`src/rtl/v8_pulse_gen.sv`:
```
// Test-signal source for the v8 shaping-filter chain: a baseline plus bursts of
// instant-rise, exponentially decaying pulses in signed ADC format.
module v8_pulse_gen #(
    parameter int SIZE_ADC_DATA = 14,
    parameter int FRAC_BITS     = 8,
    parameter int DECAY_SHIFT   = 4,
    parameter int BASELINE      = 0,
    parameter int PERIOD_W      = 16
) (
    input  logic                            clk,
    input  logic                            reset,
    input  logic                            start,
    input  logic [SIZE_ADC_DATA-2:0]        amplitude,
    input  logic [7:0]                      n_pulses,
    input  logic [PERIOD_W-1:0]             period,
    output logic signed [SIZE_ADC_DATA-1:0] adc_data,
    output logic                            pulse_strobe,
    output logic                            busy,
    output logic                            done
);

    localparam int ACC_W = SIZE_ADC_DATA - 1 + FRAC_BITS + 2;
    localparam int PAD_W = ACC_W - (SIZE_ADC_DATA - 1) - FRAC_BITS;
    localparam int SMAX  = (2 ** (SIZE_ADC_DATA - 1)) - 1;
    localparam int SMIN  = -(2 ** (SIZE_ADC_DATA - 1));

    typedef enum logic {S_IDLE, S_RUN} state_t;

    state_t                     state_q, state_d;
    logic [ACC_W-1:0]           acc_q, acc_d;
    logic [SIZE_ADC_DATA-2:0]   amp_q, amp_d;
    logic [7:0]                 left_q, left_d;
    logic [PERIOD_W-1:0]        per_max_q, per_max_d;
    logic [PERIOD_W-1:0]        per_cnt_q, per_cnt_d;
    logic                       inject_q, inject_d;
    logic                       fin_q, fin_d;
    logic signed [SIZE_ADC_DATA-1:0] adc_q, adc_d;
    logic                       strobe_q, done_q;

    logic [ACC_W-1:0]           amp_in_ext, amp_ext;
    logic [ACC_W-1:0]           acc_decay;
    logic [ACC_W:0]             acc_inj;
    logic [ACC_W-1:0]           acc_inj_sat;
    logic                       decay_int_zero;
    int                         sample;

    assign amp_in_ext     = {{PAD_W{1'b0}}, amplitude, {FRAC_BITS{1'b0}}};
    assign amp_ext        = {{PAD_W{1'b0}}, amp_q, {FRAC_BITS{1'b0}}};
    assign acc_decay      = acc_q - (acc_q >> DECAY_SHIFT);
    assign acc_inj        = {1'b0, acc_decay} + {1'b0, amp_ext};
    // Heavy pile-up clamps the accumulator rather than letting it wrap.
    assign acc_inj_sat    = acc_inj[ACC_W] ? '1 : acc_inj[ACC_W-1:0];
    assign decay_int_zero = (acc_decay[ACC_W-1:FRAC_BITS] == '0);

    always_comb begin
        state_d   = state_q;
        acc_d     = acc_q;
        amp_d     = amp_q;
        left_d    = left_q;
        per_max_d = per_max_q;
        per_cnt_d = per_cnt_q;
        inject_d  = 1'b0;
        fin_d     = 1'b0;
        case (state_q)
            S_IDLE: begin
                if (start && (n_pulses != 8'd0)) begin
                    state_d   = S_RUN;
                    amp_d     = amplitude;
                    left_d    = n_pulses - 8'd1;
                    per_max_d = (period == '0) ? '0 : period - PERIOD_W'(1);
                    per_cnt_d = '0;
                    acc_d     = amp_in_ext;
                    inject_d  = 1'b1;
                end
            end
            S_RUN: begin
                if ((left_q != 8'd0) && (per_cnt_q == per_max_q)) begin
                    acc_d     = acc_inj_sat;
                    left_d    = left_q - 8'd1;
                    per_cnt_d = '0;
                    inject_d  = 1'b1;
                end else if ((left_q == 8'd0) && decay_int_zero) begin
                    acc_d   = '0;
                    state_d = S_IDLE;
                    fin_d   = 1'b1;
                end else begin
                    acc_d = acc_decay;
                    if (per_cnt_q != '1) begin
                        per_cnt_d = per_cnt_q + PERIOD_W'(1);
                    end
                end
            end
            default: state_d = S_IDLE;
        endcase
    end

    always_comb begin
        sample = BASELINE + int'(acc_q >> FRAC_BITS);
        adc_d  = SIZE_ADC_DATA'(sample);
        if (sample > SMAX) begin
            adc_d = SIZE_ADC_DATA'(SMAX);
        end else if (sample < SMIN) begin
            adc_d = SIZE_ADC_DATA'(SMIN);
        end
    end

    // Output stage lags the accumulator by one clk; strobe and done ride along.
    always_ff @(posedge clk) begin
        if (!reset) begin
            state_q   <= S_IDLE;
            acc_q     <= '0;
            amp_q     <= '0;
            left_q    <= '0;
            per_max_q <= '0;
            per_cnt_q <= '0;
            inject_q  <= 1'b0;
            fin_q     <= 1'b0;
            adc_q     <= SIZE_ADC_DATA'(BASELINE);
            strobe_q  <= 1'b0;
            done_q    <= 1'b0;
        end else begin
            state_q   <= state_d;
            acc_q     <= acc_d;
            amp_q     <= amp_d;
            left_q    <= left_d;
            per_max_q <= per_max_d;
            per_cnt_q <= per_cnt_d;
            inject_q  <= inject_d;
            fin_q     <= fin_d;
            adc_q     <= adc_d;
            strobe_q  <= inject_q;
            done_q    <= fin_q;
        end
    end

    assign adc_data     = adc_q;
    assign pulse_strobe = strobe_q;
    assign busy         = (state_q == S_RUN);
    assign done         = done_q;

endmodule

```
`config.mk`:
```
export PLATFORM = sky130hd
export DESIGN_NAME = v8_pulse_gen
export DESIGN_NICKNAME = d
export VERILOG_FILES = /design/src/rtl/v8_pulse_gen.sv
export SDC_FILE = /design/constraint.sdc
export NUM_CORES = 1
export LEC_CHECK = 0
export ABC_AREA = 1
export CORE_MARGIN = 2
export CORE_UTILIZATION = 35
export DETAILED_ROUTE_END_ITERATION = 16
export SLEW_MARGIN = 20
export SYNTH_ARGS = -nofsm -noshare
export SYNTH_HDL_FRONTEND = slang
export SYNTH_SLANG_ARGS = --single-unit
```
`constraint.sdc`:
```
create_clock -name clk -period 4.2 [get_ports clk]
set_clock_uncertainty 0.2 [all_clocks]
set_input_delay 0.63 -clock clk [delete_from_list [all_inputs] [get_ports clk]]
set_output_delay 0.63 -clock clk [all_outputs]
set_load 0.01 [all_outputs]
```
Yosys cells after proc, flatten, opt, wreduce, memory -nomap -nowiden
Index checks and enable logic that the tools add are counted.
{"block": "classes", "addsub": 6, "n_mul": 0, "div": 0, "n_lt_le_gt_ge": 2, "eq_ne": 6, "n_shift": 0, "muxes": 23, "n_bitwise": 2, "n_reduce_logical": 13}
{"operator": "$mux W23", "count": 4}
{"operator": "$mux W16", "count": 5}
{"operator": "$pmux W23 S2", "count": 1}
{"operator": "$pmux W16 S2", "count": 1}
{"operator": "$add A23 B21 Y24", "count": 1}
{"operator": "$sub A23 B19 Y23", "count": 1}
{"operator": "$add A16 B1 Y16 const B", "count": 1}
{"operator": "$eq A16 B16 Y1", "count": 1}
{"operator": "$logic_not A16 Y1", "count": 1}
{"operator": "$lt A16 B14 Y1 const B", "count": 1}
{"operator": "$mux W8", "count": 2}
{"operator": "$ne A16 B16 Y1 const B", "count": 1}
{"operator": "$pmux W8 S2", "count": 1}
{"operator": "$reduce_bool A8 Y1", "count": 2}
{"operator": "$sub A16 B1 Y16 const B", "count": 1}
{"operator": "$sub A8 B1 Y8 const B", "count": 2}
{"operator": "$gt A15 B13 Y1 const B", "count": 1}
{"operator": "$logic_not A15 Y1", "count": 1}
{"operator": "$mux W14", "count": 1}
{"operator": "$mux W13", "count": 1}
{"operator": "$logic_not A8 Y1", "count": 1}
{"operator": "$mux W1", "count": 5}
{"operator": "$pmux W1 S2", "count": 2}
{"operator": "$reduce_and A2 Y1", "count": 2}
{"operator": "9 further kinds", "count": 12}
{"block": "totals", "reg_bits": 95, "latchBits": 0, "ram_bits": 0, "mem_bits_ro": 0, "in_bits": 40, "output_inout_bits": 17, "word_cells": 64, "n_memories": 0}

Longest topological paths before layout
Gate-level depths: netlist of run 1.
{"block": "depth", "depth_word": 6, "mapped_depth": 26, "depth_no_buf": 26}

Worst setup path before layout of run 1
OpenSTA, ideal clock, no wires.
{"block": "synth_path", "path_type": "reg-to-reg", "startpoint": "reg acc_q[0]", "endpoint": "reg acc_q[19]", "setup_time_ps": 132, "arrival_ps": 3001, "required_time_ps": 3868, "slack_ps": 867, "path_stages_with_launch": 25, "path_buffers": 1, "synth_period_minus_slack_ps": 3333, "cell_sequence": "dfxtp_1 > inv_1 > ha_1 > fa_1 > inv_1 > nand3_1 > nand3_2 > nand2_1 > nand3_2 > nand2_1 > nand2_1 > nand2_1 > nand2_1 > inv_1 > ha_1 > a21o_1 > nand3_1 > nand4_1 > nand3_1 > nand2_1 > nand4_1 > buf_2 > nand2_1 > o21ai_0 > a21oi_1"}
{"block": "synth_between", "elab_chain_cells": 6, "word_cells_on_any_way": 8, "classes_between": "add/sub: 2; mux: 4; reduce/logical: 2"}
{"item": "start, declared", "line_no": "30", "rtl": "logic [ACC_W-1:0] acc_q, acc_d;"}
{"item": "start signal, assigned", "line_no": "111", "rtl": "acc_q <= '0;"}
{"item": "start signal, assigned", "line_no": "123", "rtl": "acc_q <= acc_d;"}
{"item": "$sub A23 B19 Y23 (*)", "line_no": "49", "rtl": "assign acc_decay = acc_q - (acc_q >> DECAY_SHIFT);"}
{"item": "parallel branches: the longest is 3 deep, another holds $add A23 B21 Y24"}
{"item": "$mux W23 (*)", "line_no": "77", "rtl": "if ((left_q != 8'd0) && (per_cnt_q == per_max_q)) begin"}
{"item": "$pmux W23 S2 (*)", "line_no": "64", "rtl": "case (state_q)"}
Every way passes the cells marked *.
A chain may end at the register's enable or synchronous reset.

Final worst setup path of run 1
{"block": "layout_path", "startpoint": "reg acc_q[0]", "endpoint": "reg acc_q[8]"}
The elaborated chain is that of the path after synthesis.

==> impl_metrics.yaml, run 1 <==
run_status:
  outcome: "completed"
routing:
  drc_errors: 0
  first_iter_violations: 345
  vias: 6634
  wire_per_inst_um: 13.5
  vias_per_cell: 4.88
  finalWirelength_um: 18400
  postRouteAntennaNets: 0
  dr.pass1.iters: 5
yosys:
  synth_seq_area_share_pct: 27.9
  yosys_warnings: 0
  synth_cell_types: 45
  syn_area_um2: 6810
  synth_top_flop_cell: "dfxtp_1"
  synthCells: 1045
  syn_avg_cell_area_um2: 6.52
  synth.area.top_cells: "dfxtp_1 28%, nand2_1 17%, a21oi_1 7.1%, inv_1 6.8%, ha_1 6.8%"
  synth_nets: 1124
  yosysMostFrequentCell: "nand2_1"
  synth-edff-count: 0
  yosys.area.top_type: "dfxtp_1"
  yosys-top-cells-count: "300 x nand2_1, 124 x inv_1, 96 x a21oi_1"
  synth_top_cell_area_share_pct: 27.9
  ys_seq_elements: 95
  synthArstFlopShare_pct: 0
power_and_ir_drop:
  p_total_mw: 5.43
  p_leak_nw: 3.52
  ir_drop_uv: 295
  p_switching_mw: 2.64
  seq_power_share_pct: 20.6
  p_per_area_nw_per_um2: 685
  pwr-share-clk_pct: 15.1
  p_int_mw: 2.78
  swShare_pct: 48.7
  comb_power_share_pct: 64.3
timing:
  fmax_mhz: 263
  slew_headroom_pct: 28.6
  worstMarginPinSlew_ns: 1.07
  setup_violations: 0
  finalCritPeriodShare_pct: 90.5
  maxSlewViolCount: 0
  fin_crit_ns: 3.80
  rsz0062_at_grt: "no"
  hold_viol_final: 0
  finalSetupTns_ns: 0
  holdWs_ns: 0.222
setup_path:
  path_class: "reg2reg"
  worstPathArrival_ns: 3.82
  critPathMaxFanout: 20
  required_ns: 4.22
  start_kind: "flip-flop"
  cp-end-kind: "flip-flop"
floorplan:
  die_y_um: 143
  fp.dieW_um: 143
  start_util_pct: 35.3
  die-area_um2: 20600
  num_rows: 51
  ioPinCount: 57
  coreArea_um2: 19300
clock_network:
  cts_resized: 0
  hold_buffers: 0
  postCtsSetupBuffers: 0
  cts.clk_slew.worst_paths_ns: 0.07
  clk_latency_ns: 0.36
  cts_made_buffers: 9
  cts_tree: "built"
  cts.htree.levels: 3
  cts.path.max_buffers: 2
  root_buffer: "clkbuf_16"
  clock-sinks: 95
placed_design:
  gp_congestion: 0.910
  hpwl_um: 14300
  numPortBuffers: 56
layout:
  n_fill_cell: 2075
  syn_to_final_growth_pct: 16.3
  drive_gt1_share_pct: 7.40
  diodes: 0
  nets: 1169
grt:
  track_usage_pct: 18.5
  antenna_found_initial: 0
  grt_start_max_net_pins: 38
  grt_pass1_vias: 6242
  grt_first_pass_wirelength_um: 30100
  grt_overflow: 0
worst_hold_path:
  hp-class: "reg2reg"
run:
  drv_cap: 0
==> worst max-delay path, stage by stage, from the launching register on <==
cell and delay [ns]:
dfxtp_1 0.33, inv_1 0.05, ha_1 0.23, fa_1 0.40, inv_1 0.11, nand3_1 0.08, nand3_2 0.12, nand2_1 0.07
nand2_1 0.09, nand2_1 0.11, nand2_1 0.11, nand2_1 0.06, nand2_1 0.13, ha_1 0.29, a21oi_1 0.19, o21ai_0 0.12
nand2_1 0.07, nand4_1 0.11, nand3_1 0.10, nand2_1 0.09, nand4_1 0.12, buf_6 0.20, nand3_1 0.09, a21oi_1 0.13
nor2_1 0.05
==> cells by family after synthesis <==
| group | share of synthesized area, % |
|---|---|
| AO/OA/AOI/OAI | 14.1 |
| XOR/XNOR | 6.43 |
| adder cells (fa/ha/maj) | 7.39 |
| buffers and inverters | 9.67 |
| flip-flops | 27.9 |
| other | 0.0551 |
| AND/OR/NAND/NOR | 34.4 |
==> per-layer routing <==
layer,GRT usage [%],up-vias,routed length [um]
li1,-,3480,-
met1,24.1,2956,8530
met2,31.2,172,8600
met3,2.63,26,811
met4,6.45,0,413
met5,0,-,0
==> cell usage in the layout (no fill, tap or decap), types with 5 or more instances in the layout <==
cell	n
clkbuf_16	9
nand3_1	65
clkdlybuf4s50_1	56
nand4_1	12
nor3_1	22
xnor2_1	21
nor2_2	5
a21oi_1	95
inv_2	12
o21ai_0	41
o211ai_1	8
nor2_1	66
nand3_2	15
a21oi_2	11
buf_4	7
inv_1	124
nor4_1	8
xor2_1	29
ha_1	37
dfxtp_1	95
nand2_1	300
==> path summary, 6_finish.rpt <==
| kind | from | to | slack (ns) | cells after the start |
|---|---|---|---|---|
| worst min register to register | fin_q | done | 0.22 | 2 |
| worst max register to register | acc_q[0] | acc_q[8] | 0.40 | 24 |
| worst min-delay path | fin_q | done | 0.22 | 2 |
| worst max-delay path | acc_q[0] | acc_q[8] | 0.40 | 24 |
==> power by group through the flow <==
| stage | registers, mW | clock network, mW | logic [mW] |
|---|---|---|---|
| after global placement | 1.13 | 0 | 3.45 |
| after floorplan | 1.13 | 0 | 2.67 |
| after global routing | 1.13 | 0.880 | 3.97 |
| after CTS | 1.12 | 0.843 | 3.47 |
| final | 1.12 | 0.821 | 3.49 |
| after detailed placement | 1.14 | 0 | 3.45 |
==> metrics by stage <==
step	worst slack, ns	util [%]	cell area [um^2]	cells
after detailed placement	0.386	39.5	7620	1344
after floorplan	0.867	-	6810	1045
after CTS	0.360	41.1	7910	1360
final	0.397	41.1	7920	1360
after global routing	0.00838	41.1	7920	1360
after global placement	0.432	39.5	7620	1344
==> flip-flops by register name (all words and copies together) (netlist names) <==
name	flops
acc_q	23
adc_data	14
amp_q	13
busy	1
done	1
fin_q	1
inject_q	1
left_q	8
per_cnt_q	16
per_max_q	16
pulse_strobe	1
==> final cells by class <==
cell class | count | area, um^2 | share of cell area [%]
Timing Repair Buffer | 64 | 624 | 7.88
Multi-Input combinational cell | 783 | 4250 | 53.7
Inverter | 137 | 514 | 6.49
Clock buffer | 14 | 284 | 3.59
Clock inverter | 2 | 12.5 | 0.158
Tap cell | 265 | 332 | 4.19
Sequential cell | 95 | 1900 | 24.0
Note: power is estimated with default switching activity, not from simulation.
==> run 2: changes to the inputs <==
Settings changed: CAP_MARGIN set to 20, TNS_END_PERCENT set to 100.
==> results of run 2 <==
The final DEF is identical to that of run 1; final timing and power are the same.
==> run 3: changes to the inputs <==
Settings changed: CAP_MARGIN 20 to unset, CORE_UTILIZATION 35 to 45.
==> impl_metrics.yaml, run 3 (synthesis results as in run 1) <==
floorplan:
  die-area_um2: 16100
  coreArea_um2: 14600
  start_util_pct: 46.5
  num_rows: 44
  ioPinCount: 57
  fp.dieW_um: 127
  die_y_um: 127
clock_network:
  cts_made_buffers: 9
  cts.htree.levels: 3
  cts.clk_slew.worst_paths_ns: 0.07
  cts_resized: 0
  cts_tree: "built"
  root_buffer: "clkbuf_16"
  postCtsSetupBuffers: 0
  clk_latency_ns: 0.36
  cts.path.max_buffers: 2
  hold_buffers: 0
  clock-sinks: 95
routing:
  vias_per_cell: 5.15
  postRouteAntennaNets: 0
  first_iter_violations: 373
  wire_per_inst_um: 14.2
  drc_errors: 0
  finalWirelength_um: 18200
  vias: 6586
  dr.pass1.iters: 5
setup_path:
  worstReg2RegEnd: "acc_q[15]"
  path_class: "reg2reg"
  critPathMaxFanout: 20
  cp-end-kind: "flip-flop"
  crit_start: "acc_q[19]"
  worstReg2RegStart: "acc_q[19]"
  r2r_slack_ns: 0.39
  required_ns: 4.29
  worstPathArrival_ns: 3.89
  start_kind: "flip-flop"
  r2r_cells: 22
grt:
  antenna_found_initial: 0
  grt_pass1_vias: 6177
  grt_start_max_net_pins: 43
  track_usage_pct: 23.5
  grt_first_pass_wirelength_um: 30400
  grt_overflow: 0
placed_design:
  gp_congestion: 0.880
  hpwl_um: 14100
  numPortBuffers: 56
worst_hold_path:
  min_from: "inject_q"
  min_path_cells: 2
  hp-class: "reg2reg"
  worstHoldEndpoint: "pulse_strobe"
timing:
  maxSlewViolCount: 0
  finalCritPeriodShare_pct: 90.6
  rsz0062_at_grt: "no"
  slew_headroom_pct: 26.9
  fin_crit_ns: 3.81
  hold_viol_final: 0
  setup_violations: 0
  worstMarginPinSlew_ns: 1.09
  finalSetupTns_ns: 0
  fmax_mhz: 263
layout:
  layout_commonest_cell: "nand2_1"
  nets: 1168
  top_register: "acc_q"
  largestRegisters: "acc_q x23, per_cnt_q x16, per_max_q x16"
  final_cell_mix: "300 x nand2_1, 124 x inv_1, 95 x a21oi_1, 95 x dfxtp_1"
  largest_register_ffs: 23
  syn_to_final_growth_pct: 15.1
  drive_gt1_share_pct: 7.50
  diodes: 0
power_and_ir_drop:
  p_leak_nw: 3.53
  p_total_mw: 5.47
  ir_drop_uv: 226
  p_per_area_nw_per_um2: 697
run_status:
  outcome: "completed"
run:
  drv_cap: 0
==> run 3: changes by cell type in the layout (fill, tap and decap cells not counted), sizes merged <==
cell    delta
clkbuf     -3
clkinv     +2
buf        -1
bufinv     +1
==> run 3: stage by stage <==
step / setup slack, ns / std cells / util, % / cell area, um^2 / hold WS [ns]
final: 0.395 / 1278 / 53.5 / 7840 / 0.214
after global routing: 0.0199 / 1278 / 53.5 / 7840 / 0.247
after CTS: 0.350 / 1278 / 53.5 / 7830 / 0.213
after detailed placement: 0.379 / 1262 / 51.4 / 7520 / 0.196
after global placement: 0.437 / 1262 / 51.4 / 7520 / 0.196
after floorplan: 0.867 / 1045 / - / 6810 / 0.190
==> run 3: per-layer routing <==
layer,share of wire (%),GRT usage (%),up-vias
li1,-,-,3473
met1,48,31.7,2981
met2,48,39.8,119
met3,3.1,3.06,13
met4,1.1,6.40,0
met5,0,0,-
==> run 3: report_power, final <==
group / internal (mW) / switching, mW
logic: 1.29 / 2.20
clock network: 0.493 / 0.370
registers: 1.03 / 0.0811
==> run 3: how the worst max path moves through the flow <==
stage	to	slack, ns	cells past startpoint
3_3_place_gp	acc_q[19]	0.44	24
5_1_grt	acc_q[20]	0.02	23
4_1_cts	acc_q[15]	0.35	22
2_1_floorplan	acc_q[19]	0.87	24
6_report	acc_q[15]	0.39	22
3_5_place_dp	acc_q[20]	0.38	22
==> run 3: final cells by class <==
class / count / area, um^2
Clock buffer: 11 / 253
Clock inverter: 5 / 56.3
Fill cell: 1516 / 6800
Inverter: 137 / 514
Multi-Input combinational cell: 783 / 4260
Sequential cell: 95 / 1900
Tap cell: 184 / 230
Timing Repair Buffer: 63 / 629
==> run 3: critical path, stage by stage, from the launching register on <==
cell	delay [ns]
dfxtp_1	0.42
inv_1	0.14
ha_1	0.38
nand2_1	0.12
nor2_2	0.16
and2_1	0.17
nand4_1	0.13
nand3_1	0.11
nand2_1	0.05
nand2_1	0.15
inv_1	0.08
ha_1	0.37
nand2_1	0.07
nor2_1	0.14
nand3_1	0.09
nand4_1	0.14
nand3_1	0.08
nand2_1	0.13
nand4_1	0.12
buf_6	0.19
o211ai_1	0.09
nand2_1	0.07
a21oi_1	0.13
==> RTL change 1 (flow settings as in run 3) <==
Put one more register stage on the output `adc_data`, cleared by the reset. The value now appears one clock later. The other outputs are not delayed to match.
--- a/src/rtl/v8_pulse_gen.sv
+++ b/src/rtl/v8_pulse_gen.sv
@@ -134,5 +134,11 @@
     end
 
-    assign adc_data     = adc_q;
+    always_ff @(posedge clk) begin
+        if (!reset) begin
+            adc_data <= '0;
+        end else begin
+            adc_data <= adc_q;
+        end
+    end
     assign pulse_strobe = strobe_q;
     assign busy         = (state_q == S_RUN);
Check against the original RTL: not equivalent (a bounded check fails within 4 cycles, from zero or initial values and one cycle with reset low).
==> RTL change 1 against run 3 <==
- routed wire length rose by 13%
- power is 12% higher
- worst setup slack worse by 0.062 ns
- synthesized cell count grew 11%
- largest power group unchanged
- worst hold slack worse by 0.00056 ns
- cell count increased by 12%
- sequential cell count rose by 14
- clock power increased by 6.7%
- via count grew 10%
- final area rose by 7.9%
- area after synthesis increased by 7.6%
- largest cell class unchanged
- non-clock buffer count is 6 higher
- core utilization fell by 0.29 points
==> RTL change 1: results (changes against run 3) <==
[run_status]
status = complete, no violations  ; unchanged

[grt]
gr-usage-met3_pct = 4.13  ; was 3.06%
grtUsageTotal_pct = 24.3  ; was 23.5%
use_met1_pct = 31.1  ; was 31.7%
grt_max_degree = 38  ; was 43
grt.met2_usage_pct = 39.7  ; was 39.8%

[final_layout]
multiInputGateArea_um2 = 4370  ; was 4260 um2
drive_gt1_share_pct = 4.87  ; was 7.50%
inverters = 174  ; was 137
nClkBuffers = 9  ; was 11
ff_latch_area_um2 = 2180  ; was 1900 um2
fill_cells = 1705  ; was 1,516
multi_input_gates = 843  ; was 783

[routing]
wl_met2_um = 9430  ; was 8710 um
detail_route.iter0.violations = 500  ; was 373
vias_per_cell = 5.10  ; was 5.15
wl_met1_um = 9340  ; was 8680 um
met3_length_um = 902  ; was 570 um

[yosys]
seq_area_frac_synth_pct = 29.8  ; was 27.9%
ys_top_cells_by_count = 331 x nand2_1, 169 x inv_1, 109 x dfxtp_1  ; was 300 x nand2_1, 124 x inv_1, 96 x a21oi_1
ys_top_cells_by_area = dfxtp_1 30%, nand2_1 17%, inv_1 8.7%  ; was dfxtp_1 28%, nand2_1 17%, a21oi_1 7.1%

[cts]
cts.sinks = 109  ; was 95

[critical_path]
startpoint = acc_q[0]  ; was acc_q[19]
critPathArrivalTime_ns = 3.92  ; was 3.89 ns
cp_slowest_cell = fa_1  ; was dfxtp_1
worstSetupEndpoint = acc_q[17]  ; was acc_q[15]
cp_max_fo = 4  ; was 20

[power]
p_leak_nw = 3.94  ; was 3.53 nW

[sta]
slew_headroom_pct = 25.1  ; was 26.9%

[placement]
place_area_um2 = 8130  ; was 7520 um2

[min_path]
hold_start = adc_q[9]  ; was inject_q

## RTL change 1: cells by family after synthesis
group           count (synthesis)  share of synthesized area (%)
simple gates                  586                           33.9
buf+inv                       205                           10.7
compound gates                165                           12.4
flops                         109                           29.8
xor+xnor                       52                           6.22
fa+ha+maj                      39                           6.86
other cells                     1                         0.0512
## RTL change 1: power breakdown
| group | total [mW] | switching (mW) | leakage (nW) | internal, mW |
|---|---|---|---|---|
| Clock | 0.921 | 0.443 | 0.151 | 0.478 |
| Combinational | 3.94 | 2.52 | 2.90 | 1.42 |
| Sequential | 1.27 | 0.0854 | 0.893 | 1.19 |
| Total | 6.13 | 3.04 | 3.94 | 3.09 |
## RTL change 1: what timing repair did
action                     4_1_cts  5_1_grt
resized for setup                0        4
setup endpoints to repair        0       22
buffers inserted                 0        1
## RTL change 1: worst max-delay path, delay by kind of cell (launching register included)
kind	cells	cell delay [ns]
buf+inv	3	0.21
fa+ha+maj	3	0.98
simple gates	12	1.00
xor+xnor	1	0.14
flops	1	0.33
compound gates	5	0.89
==> RTL change 2 (flow settings as in run 3) <==
Made on the original files. `SIZE_ADC_DATA`: 14 -> 13.
--- a/src/rtl/v8_pulse_gen.sv
+++ b/src/rtl/v8_pulse_gen.sv
@@ -2,5 +2,5 @@
 // instant-rise, exponentially decaying pulses in signed ADC format.
 module v8_pulse_gen #(
-    parameter int SIZE_ADC_DATA = 14,
+    parameter int SIZE_ADC_DATA = 13,
     parameter int FRAC_BITS     = 8,
     parameter int DECAY_SHIFT   = 4,
Ports: changed (resized adc_data and amplitude); port bits go from 57 to 55. The function was not compared with the original's and may differ.
==> RTL change 2 against run 3 <==
- final area down 1.5%
- highest routed layer unchanged
- die area down 2.2%
- routed wire length up 2.7%
- area after synthesis down 2.3%
- power down 27%
- largest cell class unchanged
- sequential cell count down 3
- worst setup slack worse by 0.094 ns
- global-route usage up 0.74 points
- sequential power down 7%
==> RTL change 2: results (changes against run 3) <==
[critical_path]
worstSetupEndpoint = acc_q[17]  ; was acc_q[15]
cp_slowest_cell = fa_1  ; was dfxtp_1
cp_max_fo = 5  ; was 20
cp_top_family = adder cells  ; was simple AND/OR/NAND/NOR gates
r2r_setup_slack_ns = 0.30  ; was 0.39 ns
startpoint = acc_q[0]  ; was acc_q[19]
reg2regPathDepth = 19  ; was 22
critPathArrivalTime_ns = 3.93  ; was 3.89 ns

[final_layout]
nets = 1153  ; was 1,168
buffers_excl_clock = 67  ; was 63
drive_gt1_share_pct = 6.75  ; was 7.50%
buffer_area_share_pct = 8.27  ; was 8.03%
reg_top3 = acc_q (22), per_cnt_q (16), per_max_q (16)  ; was acc_q (23), per_cnt_q (16), per_max_q (16)
multi_input_area_share_pct = 53.7  ; was 54.3%
seq_share_pct = 23.9  ; was 24.3%
clkCellAreaFrac_pct = 4.10  ; was 3.94%
fill_cells = 1500  ; was 1,516
nClkBuffers = 10  ; was 11
inverters = 146  ; was 137
fin_area_um2 = 7720  ; was 7840 um2
multi_input_gates = 761  ; was 783

[yosys]
netlist_instances = 1028  ; was 1,045
synth_xor_area_share_pct = 6.84  ; was 6.43%
synth_compound_area_share_pct = 15.7  ; was 14.1%
synthAdderAreaFrac_pct = 7.18  ; was 7.39%
ys_top_cells_by_area = dfxtp_1 28%, nand2_1 14%, inv_1 8.1%  ; was dfxtp_1 28%, nand2_1 17%, a21oi_1 7.1%
seq_area_frac_synth_pct = 27.7  ; was 27.9%
synth_nets = 1104  ; was 1,124
yosys_register_bits = 92  ; was 95
ys_top_cells_by_count = 256 x nand2_1, 143 x inv_1, 92 x dfxtp_1  ; was 300 x nand2_1, 124 x inv_1, 96 x a21oi_1

[power]
power_switching_share_pct = 44.8  ; was 48.5%
clock_power_share_pct = 22.2  ; was 15.8%
peakVddDrop_mv = 0.243  ; was 0.226 mV
combPwrFrac_pct = 52.0  ; was 63.8%
p_leak_nw = 3.48  ; was 3.53 nW
p_int_mw = 2.19  ; was 2.82 mW

[routing]
vias = 6579  ; was 6,586
detail_route.first_pass.iterations = 6  ; was 5
detail_route.iter0.violations = 342  ; was 373
post_drt_wl_per_cell_um = 14.7  ; was 14.2 um
vias_per_cell = 5.20  ; was 5.15

[placement]
portBuffers = 54  ; was 56
place_ws_ns = 0.219  ; was 0.379 ns
hpwlAfterDp_um = 14500  ; was 14,100 um
placed_cells = 1250  ; was 1,262
place_congestion = 0.949  ; was 0.880

[grt]
grt_pass1_wl_um = 31100  ; was 30,400 um
grt_pass1_vias = 6414  ; was 6,177
antenna_found_initial = 0  ; unchanged
grtUsageTotal_pct = 24.3  ; was 23.5%
grt_max_degree = 47  ; was 43

[sta]
layout_min_cycle_time_ns = 3.90  ; was 3.81 ns
worstMarginPinSlew_ns = 0.999  ; was 1.09 ns

[floorplan]
die_area_um2 = 15800  ; was 16,100 um2

[run_status]
status = complete, no violations  ; unchanged

[min_path]
whs_path_depth = 2  ; unchanged
hold_start = fin_q  ; was inject_q

RTL change 2: changes by cell type after synthesis, sizes merged, moves of 5 or more:
cell,before,now
inv,135,146
nand2,308,270
a22oi,4,10
a21oi,106,85
xor2,29,20
nor3,22,16
nor3b,5,0
a31oi,2,10
nor2,73,91
xnor2,21,32
o21ai,41,63
nand3,81,71
RTL change 2: metal layers:
layer	up-vias	global-route usage [%]	part of all wire [%]
met3	30	2.80	3.7
met4	0	8.69	2.3
met1	2959	30.8	46
met5	-	0	0
li1	3439	-	-
met2	151	42.4	48
RTL change 2: worst min-delay path by stage:
stage | to | slack, ns
6_report | done | 0.21
5_1_grt | done | 0.24
4_1_cts | done | 0.22
3_5_place_dp | done | 0.20
2_1_floorplan | done | 0.19
3_3_place_gp | pulse_strobe | 0.20
RTL change 2: repair_timing:
item                                    in CTS  in global routing
endpoints found under the setup margin       0                 15
resized for setup                            0                  4
hold buffers                                 0                  0
buffers inserted                             0                  0
hold endpoints to repair                     0                  0
